File: config.mk
export PLATFORM = sky130hd
export DESIGN_NAME = fdd_spin_gen
export DESIGN_NICKNAME = d
export VERILOG_FILES = /design/src/rtl/fdd_pkg.sv /design/src/rtl/fdd_step_sync.sv /design/src/rtl/fdd_spin_gen.sv
export SDC_FILE = /design/constraint.sdc
export NUM_CORES = 1
export LEC_CHECK = 0
export CAP_MARGIN = 20
export CORE_MARGIN = 4
export CORE_UTILIZATION = 48
export CTS_CLUSTER_DIAMETER = 30
export DETAILED_ROUTE_END_ITERATION = 6
export PLACE_DENSITY_LB_ADDON = 0.12
export SKIP_LAST_GASP = 1
export SYNTH_ARGS = -nofsm -noshare
export SYNTH_HDL_FRONTEND = slang
export SYNTH_SLANG_ARGS = --single-unit
File: constraint.sdc
create_clock -name pin_25mhz_ck -period 6.1 [get_ports pin_25mhz_ck]
set_input_delay 1.525 -clock pin_25mhz_ck [delete_from_list [all_inputs] [get_ports pin_25mhz_ck]]
set_output_delay 1.525 -clock pin_25mhz_ck [all_outputs]
set_load 0.01 [all_outputs]
File: src/rtl/fdd_pkg.sv
// Shared geometry defaults and LBA helper
// for the UKNC floppy rotation emulator.
package fdd_pkg;

  localparam int FDD_SECTORS        = 10;
  localparam int FDD_SEC_WORDS      = 307;
  localparam int FDD_LAST_SEC_WORDS = 362;
  localparam int FDD_SIDES          = 2;
  localparam int FDD_TRACKS         = 80;
  localparam int FDD_IMG_SECTORS    = 1600;
  localparam int FDD_SEC_BASE       = 4;

  localparam int FDD_REV_WORDS =
    (FDD_SECTORS - 1) * FDD_SEC_WORDS +
    FDD_LAST_SEC_WORDS;

  // SD sector of a floppy sector; 0 when no disk
  function automatic logic [31:0] lba_calc(
    input logic [7:0] trk,
    input logic       hd,
    input logic [3:0] sec,
    input logic [6:0] img,
    input int         sides,
    input int         sectors,
    input int         base,
    input int         img_secs
  );
    logic [31:0] r;
    r = '0;
    if (img != 7'd0) begin
      r = (32'(trk) * 32'(sides) + 32'(hd))
          * 32'(sectors)
        + 32'(sec)
        + 32'(base)
        + (32'(img) - 32'd1) * 32'(img_secs);
    end
    return r;
  endfunction

endpackage

File: src/rtl/fdd_step_sync.sv
// Three-flop synchroniser with edge pulse;
// ANY_EDGE=1 pulses on both edges.
module fdd_step_sync #(
  parameter bit ANY_EDGE = 1'b0
) (
  input  logic clk,
  input  logic rst,
  input  logic d,
  output logic pulse
);

  logic [2:0] s;

  // shift the async level through three flops
  always_ff @(posedge clk) begin
    if (rst) s <= '0;
    else     s <= {s[1:0], d};
  end

  assign pulse = ANY_EDGE ? (s[1] ^ s[2])
                          : (s[1] & ~s[2]);

endmodule

File: src/rtl/fdd_spin_gen.sv
// Multi-drive floppy rotation, head position
// and SD LBA request generator.
module fdd_spin_gen
  import fdd_pkg::*;
#(
  parameter int NUM_DRIVES     = 4,
  parameter int CLK_DIV        = 1600,
  parameter int SECTORS        = FDD_SECTORS,
  parameter int SEC_WORDS      = FDD_SEC_WORDS,
  parameter int LAST_SEC_WORDS = FDD_LAST_SEC_WORDS,
  parameter int SIDES          = FDD_SIDES,
  parameter int TRACKS         = FDD_TRACKS,
  parameter int IMG_SECTORS    = FDD_IMG_SECTORS,
  parameter int SEC_BASE       = FDD_SEC_BASE,
  parameter int INDEX_WORDS    = 8,
  parameter int INIT_TRACK     = 0,
  localparam int SW =
    (NUM_DRIVES > 1) ? $clog2(NUM_DRIVES) : 1
) (
  input  logic                    pin_25mhz_ck,
  input  logic                    ppu_vm_init_i,
  input  logic [SW-1:0]           drive_sel,
  input  logic                    motor,
  input  logic                    step,
  input  logic                    dir,
  input  logic                    head,
  input  logic [7*NUM_DRIVES-1:0] disk_img,
  output logic [8:0]              word_addr,
  output logic                    word_valid,
  output logic [3:0]              sec_no,
  output logic                    index,
  output logic                    track0,
  output logic [7:0]              track_no,
  output logic                    ready,
  output logic [31:0]             lba,
  output logic                    lba_req,
  input  logic                    lba_ack
);

  localparam int DW =
    (CLK_DIV > 1) ? $clog2(CLK_DIV) : 1;

  logic                         clk;
  logic                         rst;
  logic [DW-1:0]                div;
  logic [NUM_DRIVES-1:0][7:0]   trk;
  logic [SW-1:0]                sel_q;
  logic                         motor_q;
  logic                         evt_q;
  logic                         step_p;
  logic                         head_p;
  logic                         tick;
  logic                         pos_rst;
  logic                         sec_end;
  logic                         evt;
  logic [6:0]                   img;
  logic [7:0]                   trk_cur;

  assign clk = pin_25mhz_ck;
  assign rst = ppu_vm_init_i;

  fdd_step_sync #(.ANY_EDGE(1'b0)) u_step (
    .clk   (clk),
    .rst   (rst),
    .d     (step),
    .pulse (step_p)
  );

  fdd_step_sync #(.ANY_EDGE(1'b1)) u_head (
    .clk   (clk),
    .rst   (rst),
    .d     (head),
    .pulse (head_p)
  );

  assign img     = disk_img[int'(drive_sel)*7 +: 7];
  assign trk_cur = trk[drive_sel];

  assign tick    = motor &&
                   (div == DW'(CLK_DIV - 1));
  assign pos_rst = step_p | head_p |
                   (drive_sel != sel_q);
  assign sec_end =
    (sec_no == 4'(SECTORS - 1))
      ? (word_addr == 9'(LAST_SEC_WORDS - 1))
      : (word_addr == 9'(SEC_WORDS - 1));
  assign evt     = pos_rst |
                   (tick & sec_end) |
                   (motor & ~motor_q);

  assign index = motor_q && (sec_no == 4'd0) &&
                 (word_addr < 9'(INDEX_WORDS));

  // divider and rotational position
  always_ff @(posedge clk) begin
    if (rst || !motor || pos_rst) begin
      div       <= '0;
      word_addr <= '0;
      sec_no    <= '0;
    end else if (tick) begin
      div <= '0;
      if (sec_end) begin
        word_addr <= '0;
        sec_no <= (sec_no == 4'(SECTORS - 1))
                  ? 4'd0 : sec_no + 4'd1;
      end else begin
        word_addr <= word_addr + 9'd1;
      end
    end else begin
      div <= div + DW'(1);
    end
  end

  // word strobe; a position reset wins
  always_ff @(posedge clk) begin
    if (rst) word_valid <= 1'b0;
    else     word_valid <= tick && !pos_rst;
  end

  // per-drive track registers, saturating
  always_ff @(posedge clk) begin
    for (int i = 0; i < NUM_DRIVES; i++) begin
      if (rst) begin
        trk[i] <= 8'(INIT_TRACK);
      end else if (step_p && motor &&
                   (SW'(i) == drive_sel)) begin
        if (dir) begin
          if (trk[i] < 8'(TRACKS - 1))
            trk[i] <= trk[i] + 8'd1;
        end else begin
          if (trk[i] != 8'd0)
            trk[i] <= trk[i] - 8'd1;
        end
      end
    end
  end

  // status, LBA and fetch handshake
  always_ff @(posedge clk) begin
    if (rst) begin
      motor_q  <= 1'b0;
      sel_q    <= '0;
      evt_q    <= 1'b0;
      ready    <= 1'b0;
      track_no <= '0;
      track0   <= 1'b0;
      lba      <= '0;
      lba_req  <= 1'b0;
    end else begin
      motor_q  <= motor;
      sel_q    <= drive_sel;
      evt_q    <= evt && motor;
      ready    <= motor && (img != 7'd0);
      track_no <= trk_cur;
      track0   <= (trk_cur == 8'd0);
      lba      <= lba_calc(trk_cur, head, sec_no,
                    img, SIDES, SECTORS,
                    SEC_BASE, IMG_SECTORS);
      if (!motor || img == 7'd0)
        lba_req <= 1'b0;
      else if (evt_q)
        lba_req <= 1'b1;
      else if (lba_ack)
        lba_req <= 1'b0;
    end
  end

endmodule

# Word level (Yosys, flattened, before mapping)

Index checks and enable logic that the tools add are counted.

Register bits after elaboration: 110
Input bits: 37
Output and inout bits: 58
Logic and storage cells: 124

Add/sub/neg operators: 16
$mul: 3
Order comparisons: 6
Equality and inequality tests: 12
Shifts and indexed selects: 1
Multiplexer cells: 19
Bitwise operators: 11
Reductions and logical operators: 38

Operator list:

| cell                  | count |
|---|---|
| $mux 8                | 13 |
| $add 16x32->32        | 1 |
| $add 8x1->8 const B   | 4 |
| $lt 8x7->1 const B    | 4 |
| $mul 32x5->26 const B | 1 |
| $reduce_bool 8->1     | 4 |
| $sub 8x1->8 const B   | 4 |
| $shiftx 28x6->7       | 1 |
| $eq 9x9->1 const B    | 2 |
| $add 15x3->16 const B | 1 |
| $bmux 8 s2            | 1 |
| $add 14x4->15         | 1 |
| $mul 10x3->13 const B | 1 |
| $reduce_and 3->1      | 4 |
| $add 11x1->11 const B | 1 |
| $eq 11x11->1 const B  | 1 |
| $logic_and 1x1->1     | 11 |
| $add 9x1->10          | 1 |
| $reduce_bool 2->1     | 5 |
| $add 9x1->9 const B   | 1 |
| $lt 9x4->1 const B    | 1 |
| $mux 9                | 1 |
| $logic_not 8->1       | 1 |
| $ne 2x1->1 const B    | 4 |
| other kinds (22)      | 37 |

# Depth between registers and ports, before layout

Gate-level depths: netlist (run 1).

Depth after elaboration: 7
Gate-level depth with buffers: 23
Gate-level depth less buffers: 20

# Modules after synthesis

Synthesis (run 1) repeated with hierarchy kept, for this count alone.

Cells, all modules: 796
Area total of the unflattened synthesis: 7,318.3 um^2

Modules (own cells, without submodules):

| module        | instances | cells each | area each (um^2) | seq. area each (um^2) |
|---|---|---|---|---|
| fdd_spin_gen  | 1         | 782        | 7,143.1          | 2,082.0 |
| fdd_step_sync | 2         | 7          | 87.6             | 60.1 |

# Least setup slack after synthesis (run 1)

No wires, ideal clock.

Path type: in2reg
From: input port drive_sel[0]
To: register lba[26]
Library setup time: 115 ps
Arrival: 6,291 ps
Required time: 5,985 ps
Slack: -307 ps
Stages: 19
Buffers on the path: 2
Cell sequence: buf_6 mux4_2 inv_1 ha_1 nor3b_1 xor2_1 ha_1 ha_1 fa_1 ha_1 a211oi_1 o21ai_0 nand2_1 o21bai_1 ha_1 buf_1 nand4_1 or4_1 and3_1

Longest elaborated chain between the ends: 7
Elaborated cells between the ends (all ways): 14
Those cells by class: add/sub: 5; mul: 3; shift: 1; mux: 2; bitwise: 1; reduce/logical: 2

RTL lines:

| what                                                  | RTL line            | source |
|---|---|---|
| start, declared                                       | fdd_spin_gen.sv:22  | `input logic [SW-1:0] drive_sel,` |
| branches (longest 7 deep; another with $mul 32x5->26) | -                   |  |
| end signal, assigned                                  | fdd_spin_gen.sv:156 | `lba <= lba_calc(trk_cur, head, sec_no,` |
| end, declared                                         | fdd_spin_gen.sv:35  | `output logic [31:0] lba,` |

Parallel ways; which one is timed is not known. The select of a mux whose other input is x is not followed.
A chain may end at the register's enable or synchronous reset.

# Final worst setup path (run 1)

From: input port disk_img[21]
To: register lba[26]

Longest elaborated chain between the ends: 4
Elaborated cells between the ends (all ways): 7
Those cells by class: add/sub: 2; mul: 1; shift: 1; bitwise: 1; reduce/logical: 2

RTL lines:

| what                                                     | RTL line                     | source |
|---|---|---|
| start, declared                                          | fdd_spin_gen.sv:27           | `input logic [7*NUM_DRIVES-1:0] disk_img,` |
| $shiftx 28x6->7 *                                        | fdd_spin_gen.sv:76           | `assign img = disk_img[int'(drive_sel)*7 +: 7];` |
| $sub 7x1->8 / $reduce_bool 7->1 (equally long branches)  | fdd_pkg.sv:35, fdd_pkg.sv:30 |  |
| $mul 32x5->26 / $not 1->1 (equally long branches)        | -                            |  |
| $add 16x32->32 / $reduce_or 2->1 (equally long branches) | -                            |  |

Mark *: on every way between the ends. The rest lies on a longest branch, timed or not.

==> flow_summary_export.csv, run 1 <==
group,metric,value,unit
global_route,grt_pass1_wl,30180,µm
cells_and_area,most-common-layout-cells,"dfxtp_1 (110), nor2_1 (107), buf_4 (97)",
routing,num_vias,6447,
routing,wl_met3,528,µm
timing,skew,8.613,ps
logic_synthesis,synthMuxAreaShare,8.315,%
logic_synthesis,synth_seq_cells,110,
outcome,status,"finished clean",
setup_path,critPathKind,"in -> reg",
pwr,p_leak,4.161,nW
placement,dpl.hpwl,14230,µm
setup_path,critPathArrivalTime,6240,ps
setup_path,slowest_delay,520,ps
logic_synthesis,synth_top_family_by_area,"simple AND/OR/NAND/NOR gates",
timing,slew_headroom,38.57,%
setup_path,path_buf_inv,4,
clocking,clock_sinks,110,
floorplanning,start_util,49.57,%
pwr,fin_total_pwr,2.598,mW
logic_synthesis,synth.yosys.seq_area_share,30.11,%
clocking,clk_latency,360,ps
placement,gp_congestion,0.9155,
setup_path,worst_ep_required_time,6360,ps
logic_synthesis,yosys.area_share.simple,18.22,%
run,drv_cap,0,
logic_synthesis,syn_inst,794,
setup_path,crit_path_frequent_cell,"ha_4",
setup_path,crit_path_top_delay_cell,"mux4_2",
logic_synthesis,syn_avg_cell_area,9.211,µm²
hold_path,hold_depth,1,
cells_and_area,layout-drive-gt1-share,20.61,%
setup_path,cp-end-kind,"flip-flop",
hold_path,hp-class,"reg -> reg",
routing,wl_per_cell,15.77,µm
routing,highest_layer,"met4",
cells_and_area,num-fill-cells,1203,
logic_synthesis,synth_flop_cell,"dfxtp_1",
clocking,clk_pin_slew,80,ps
global_route,antenna_found_initial,0,
floorplanning,dieArea,17280,µm²
setup_path,rr_worst_depth,20,
clocking,root_buffer,"clkbuf_16",
global_route,grt_pass1_vias,6555,
timing,setup_viol_count_final,0,
pwr,ir_drop,0.1652,mV
setup_path,path_cells,"clkdlybuf4s50_1 -> mux4_2 -> inv_2 -> ha_4 -> buf_12 -> xor2_4 -> ha_1 -> ha_1 -> ha_4 -> fa_1 -> ha_4 -> ha_4 -> inv_1 -> o21ba_2 -> nand2_1 -> o221a_4 -> nand4_1 -> or4_1 -> and3_1",
cells_and_area,design_area,9843,µm²
routing,wl_met2,9673,µm
cells_and_area,nets,1115,
routing,detail_route.iter0.violations,310,
setup_path,worstSetupPathDepth,19,
cells_and_area,diodes,0,
floorplanning,die_x,131.4,µm
logic_synthesis,ys_warn_count,0,
timing,final_max_slew_viol_count,0,
setup_path,worst-path-max-fanout,4,
timing,post-route-min-period,5977,ps
pwr,p_per_area,263.9,nW/µm²
floorplanning,io_pins,95,
logic_synthesis,synth_cell_type_count,64,
floorplanning,dieHeight,131.4,µm
global_route,grt_util_all_layers,20.73,%
routing,remaining_drc_errors,0,
logic_synthesis,synthAdderAreaFrac,18.10,%
global_route,grt_overflow,0,
global_route,grt_start_max_net_pins,58,
timing,worst_hold_slack,437.1,ps
routing,dr.pass1.iters,5,
routing,wl_met1,7842,µm
setup_path,start_kind,"input port",
timing,period_share,97.98,%
cells_and_area,area_growth,34.59,%
clocking,cts_made_buffers,9,
routing,routed_wl,18440,µm
logic_synthesis,mappedNetlistNets,929,
cells_and_area,final_util,66.71,%
timing,worst_pin_slew,917.1,ps
setup_path,crit_family,"adder cells",
logic_synthesis,synth-xor-area-share,9.239,%
clocking,h-tree-depth,3,
routing,antenna_left,0,
timing,fmax,0.1673,GHz
clocking,cts_hold_buf,0,
timing,finalHoldViolCount,0,
logic_synthesis,syn-cell-area,7313,µm²
cells_and_area,final_common_cell,"dfxtp_1",
floorplanning,rows,44,
placement,placed_area,9141,µm²
clocking,cts_buffer_depth,2,
logic_synthesis,synth_edf_count,0,
floorplanning,core,14750,µm²
logic_synthesis,synth-compound-area-share,12.56,%
placement,placement.io_buffers,94,
logic_synthesis,async_flop_share,0,%
clocking,cts_tree,"done",
routing,viasPerCell,5.515,
final cells by class:
cell class	instances	area (µm²)	share of cell area (%)
Tap cell	184	230.2	2.339
Clock inverter	7	75.07	0.7627
Inverter	42	160.2	1.627
Sequential cell	110	2202	22.37
Clock buffer	9	225.2	2.288
Multi-Input combinational cell	624	5249	53.32
Timing Repair Buffer	193	1702	17.29
where the power goes:
| part | leakage [nW] | switching (mW) | internal, mW |
|---|---|---|---|
| sequential | 0.893 | 0.0103 | 0.751 |
| clock | 0.148 | 0.303 | 0.291 |
| combinational | 3.12 | 0.593 | 0.649 |
path summary, 6_finish.rpt:
check	slack, ps	start	end
setup / recovery	120	disk_img[21]	lba[26]$_SDFF_PP0_
hold / removal	440	u_step.s[0]$_SDFF_PP0_	u_step.s[1]$_SDFF_PP0_
setup reg to reg	1390	trk[24]$_SDFFE_PP0P_	lba[26]$_SDFF_PP0_
hold reg to reg	440	u_step.s[0]$_SDFF_PP0_	u_step.s[1]$_SDFF_PP0_
registers in the layout (all words and copies together) (netlist names):
| signal | count |
|---|---|
| word_addr | 9 |
| track_no | 8 |
| ready | 1 |
| sel_q | 2 |
| track0 | 1 |
| lba | 32 |
| u_head.s | 3 |
| word_valid | 1 |
| motor_q | 1 |
| evt_q | 1 |
| trk | 32 |
| lba_req | 1 |
| sec_no | 4 |
| u_step.s | 3 |
| div | 11 |
metrics by stage:
step | instances | setup TNS, ps | setup WS (ps)
after floorplan | 794 | 0 | 3.356
after global placement | 1145 | -8239 | -561.4
after detailed placement | 1146 | -10660 | -694.5
after CTS | 1162 | -49.70 | -49.70
after global routing | 1169 | -60.64 | -34.91
final | 1169 | 0 | 122.9
cells by family after synthesis:
| family | after synthesis |
|---|---|
| AO/OA/AOI/OAI | 143 |
| XOR/XNOR | 75 |
| adder cells (fa/ha/maj) | 98 |
| buffers and inverters | 60 |
| flip-flops | 110 |
| multiplexers | 41 |
| AND/OR/NAND/NOR | 267 |
cells in the mapped netlist (all sizes together) (2+ instances only):
library cell  number  area (µm²)
dfxtp            110        2202
nand2b             4       25.02
mux2               5       56.30
a21oi             53       265.3
a311oi             3       32.53
buf                7       51.30
or3                5       31.28
ha                85        1064
fa                13       260.3
o21ai             22       110.1
xnor2             47       430.4
nor2             109       409.1
xor2              28       245.2
o21a               9       67.56
nand3             25       125.1
and2               7       43.79
mux2i             21       210.2
nand4b             2       17.52
mux4              15       341.6
nor2b             27       168.9
nor3b              4       30.03
nor4bb             2       20.02
inv               42       160.1
o21bai            14       105.1
a2111oi            4       35.03
a31oi              5       31.28
a211oi             9       72.57
nand4             11       68.82
or2                6       37.54
a21o              10       75.07
a31o               2       17.52
nor4              10       68.81
nor3              15       75.07
nand2             24       90.09
and3               8       50.05
nand3b             2       15.01
clkbuf            11       41.29
per-layer routing:
metal	global-route usage [%]	up-vias
met5	0	-
met4	7.585	0
met3	2.982	26
met2	39.14	100
met1	23.65	3136
li1	-	3185
timing repair:
| action | in CTS | in global routing |
|---|---|---|
| endpoints found under the setup margin | 19 | 18 |
| pin swaps | 1 | 35 |
| buffers inserted | 0 | 7 |
| gates resized for setup | 5 | 60 |
Power figures use the tool's default switching activity.
==> inputs of run 2 (changes only) <==
Settings changed: CORE_UTILIZATION 48 to 40, MAX_ROUTING_LAYER set to met4, SLEW_MARGIN set to 10.
==> flow_summary_export.csv, run 2 (synthesis results as in run 1) <==
group,metric,value,unit
outcome,status,"finished clean",
clocking,clock_sinks,110,
global_route,globalRouteMet3Util,3.182,%
cells_and_area,nets,1145,
clocking,clk_latency,350,ps
cells_and_area,layout-drive-gt1-share,22.73,%
cells_and_area,area_growth,38.78,%
global_route,busiest_layer,"met2",
floorplanning,core,17960,µm²
pwr,ir_drop,0.2271,mV
global_route,grt_pass1_vias,6357,
clocking,cts_buffer_depth,2,
clocking,cts_hold_buf,0,
timing,worst_pin_slew,927.5,ps
clocking,root_buffer,"clkbuf_16",
floorplanning,rows,49,
hold_path,hp-class,"reg -> reg",
cells_and_area,top_regs,"lba (32), trk (32), div (11)",
routing,routed_wl,18100,µm
pwr,p_leak,4.331,nW
global_route,grt_start_max_net_pins,56,
timing,period_share,98.06,%
routing,dr.pass1.iters,5,
cells_and_area,most-common-layout-cells,"buf_4 (121), dfxtp_1 (110), nor2_1 (109)",
cells_and_area,diodes,0,
global_route,grt_util_met2,31.92,%
cells_and_area,finalNonFillerCells,1241,
placement,dpl.hpwl,14000,µm
global_route,grt_overflow,0,
global_route,grt_pass1_wl,29570,µm
global_route,grt_util_met1,21.24,%
routing,num_vias,6373,
timing,setup_viol_count_final,0,
floorplanning,die_x,143.2,µm
routing,viasPerCell,5.135,
placement,placement.io_buffers,94,
clocking,cts_tree,"done",
run,drv_cap,0,
clocking,clk_pin_slew,70,ps
floorplanning,dieArea,20510,µm²
pwr,p_per_area,262.6,nW/µm²
pwr,fin_total_pwr,2.666,mW
global_route,antenna_found_initial,0,
setup_path,rr_worst_depth,19,
routing,wl_per_cell,14.58,µm
timing,skew,14.12,ps
timing,finalSetupTns,0,ps
routing,antenna_left,0,
placement,place_inst,1202,
placement,place_ws,-687.8,ps
setup_path,critPathArrivalTime,6230,ps
cells_and_area,final_common_cell,"buf_4",
timing,setup_ws,118.3,ps
setup_path,worst_ep_required_time,6340,ps
timing,post-route-min-period,5982,ps
timing,final_max_slew_viol_count,0,
placement,gp_congestion,0.8448,
setup_path,worst-path-max-fanout,4,
setup_path,start_kind,"input port",
floorplanning,dieHeight,143.2,µm
setup_path,cp-end-kind,"flip-flop",
timing,slew_headroom,37.75,%
routing,detail_route.iter0.violations,180,
setup_path,critPathKind,"in -> reg",
clocking,cts_made_buffers,9,
timing,fmax,0.1672,GHz
routing,remaining_drc_errors,0,
hold_path,hold_depth,1,
floorplanning,start_util,40.71,%
global_route,grt_util_all_layers,18.09,%
clocking,h-tree-depth,3,
floorplanning,io_pins,95,
timing,finalHoldViolCount,0,
==> run 2: cell types whose count changed in the layout (fill, tap and decap cells not counted), sizes merged <==
cell           change
clkdlybuf4s15      +1
inv                -4
clkinvlp           +2
dlymetal6s2s       +1
dlygate4sd2        -1
clkinv             -2
buf               +30
==> run 2: final timing paths <==
check / to / slack, ps / from
setup reg to reg: lba[26]$_SDFF_PP0_ / 1550 / trk[1]$_SDFFE_PP0P_
setup / recovery: lba[26]$_SDFF_PP0_ / 120 / disk_img[22]
hold / removal: u_step.s[1]$_SDFF_PP0_ / 430 / u_step.s[0]$_SDFF_PP0_
hold reg to reg: u_step.s[1]$_SDFF_PP0_ / 430 / u_step.s[0]$_SDFF_PP0_
==> run 2: metrics by stage <==
step	utilization [%]	hold WS [ps]	area [µm²]
after CTS	54.38	437.8	9768
after detailed placement	51.70	426.4	9286
after floorplan	-	413.2	7372
after global placement	51.70	422.8	9286
after global routing	56.50	461.0	10150
final	56.50	434.6	10150
==> run 2: worst max-delay path, cell delays in order <==
cell and delay, ps:
clkdlybuf4s50_1 400, mux4_2 500, buf_6 140, nor3_4 180
buf_6 130, xor2_2 130, ha_1 250, ha_1 300
inv_2 40, fa_1 490, inv_2 50, ha_4 230
xor2_1 160, ha_1 340, ha_4 290, or3_4 110
o221a_4 190, nand4_1 110, or4_1 510, and3_1 160
==> run 2: layer usage <==
metal / vias to the layer above / wire length [µm]
met2: 109 / 9343
met4: 0 / 356
li1: 3244 / -
met3: 30 / 601
met1: 2990 / 7794
met5: - / 0
==> run 2: what timing repair did <==
item	in CTS	in global routing
endpoints found under the setup margin	16	16
gates resized for setup	21	53
pin swaps	14	33
buffers inserted	13	13
endpoints found under the hold margin	0	0
==> run 2: area by class of cell <==
class / instances / area [µm²]
Sequential cell: 110 / 2202
Clock inverter: 3 / 23.77
Timing Repair Buffer: 223 / 1958
Inverter: 42 / 160.2
Tap cell: 229 / 286.5
Multi-Input combinational cell: 624 / 5280
Fill cell: 1569 / 7814
Clock buffer: 10 / 239.0
==> run 2: power breakdown <==
part	total [mW]	leakage, nW	switching (mW)	internal, mW
clock network	0.536	0.123	0.254	0.282
logic	1.37	3.32	0.604	0.764
registers	0.763	0.893	0.0107	0.752
total	2.67	4.33	0.868	1.80
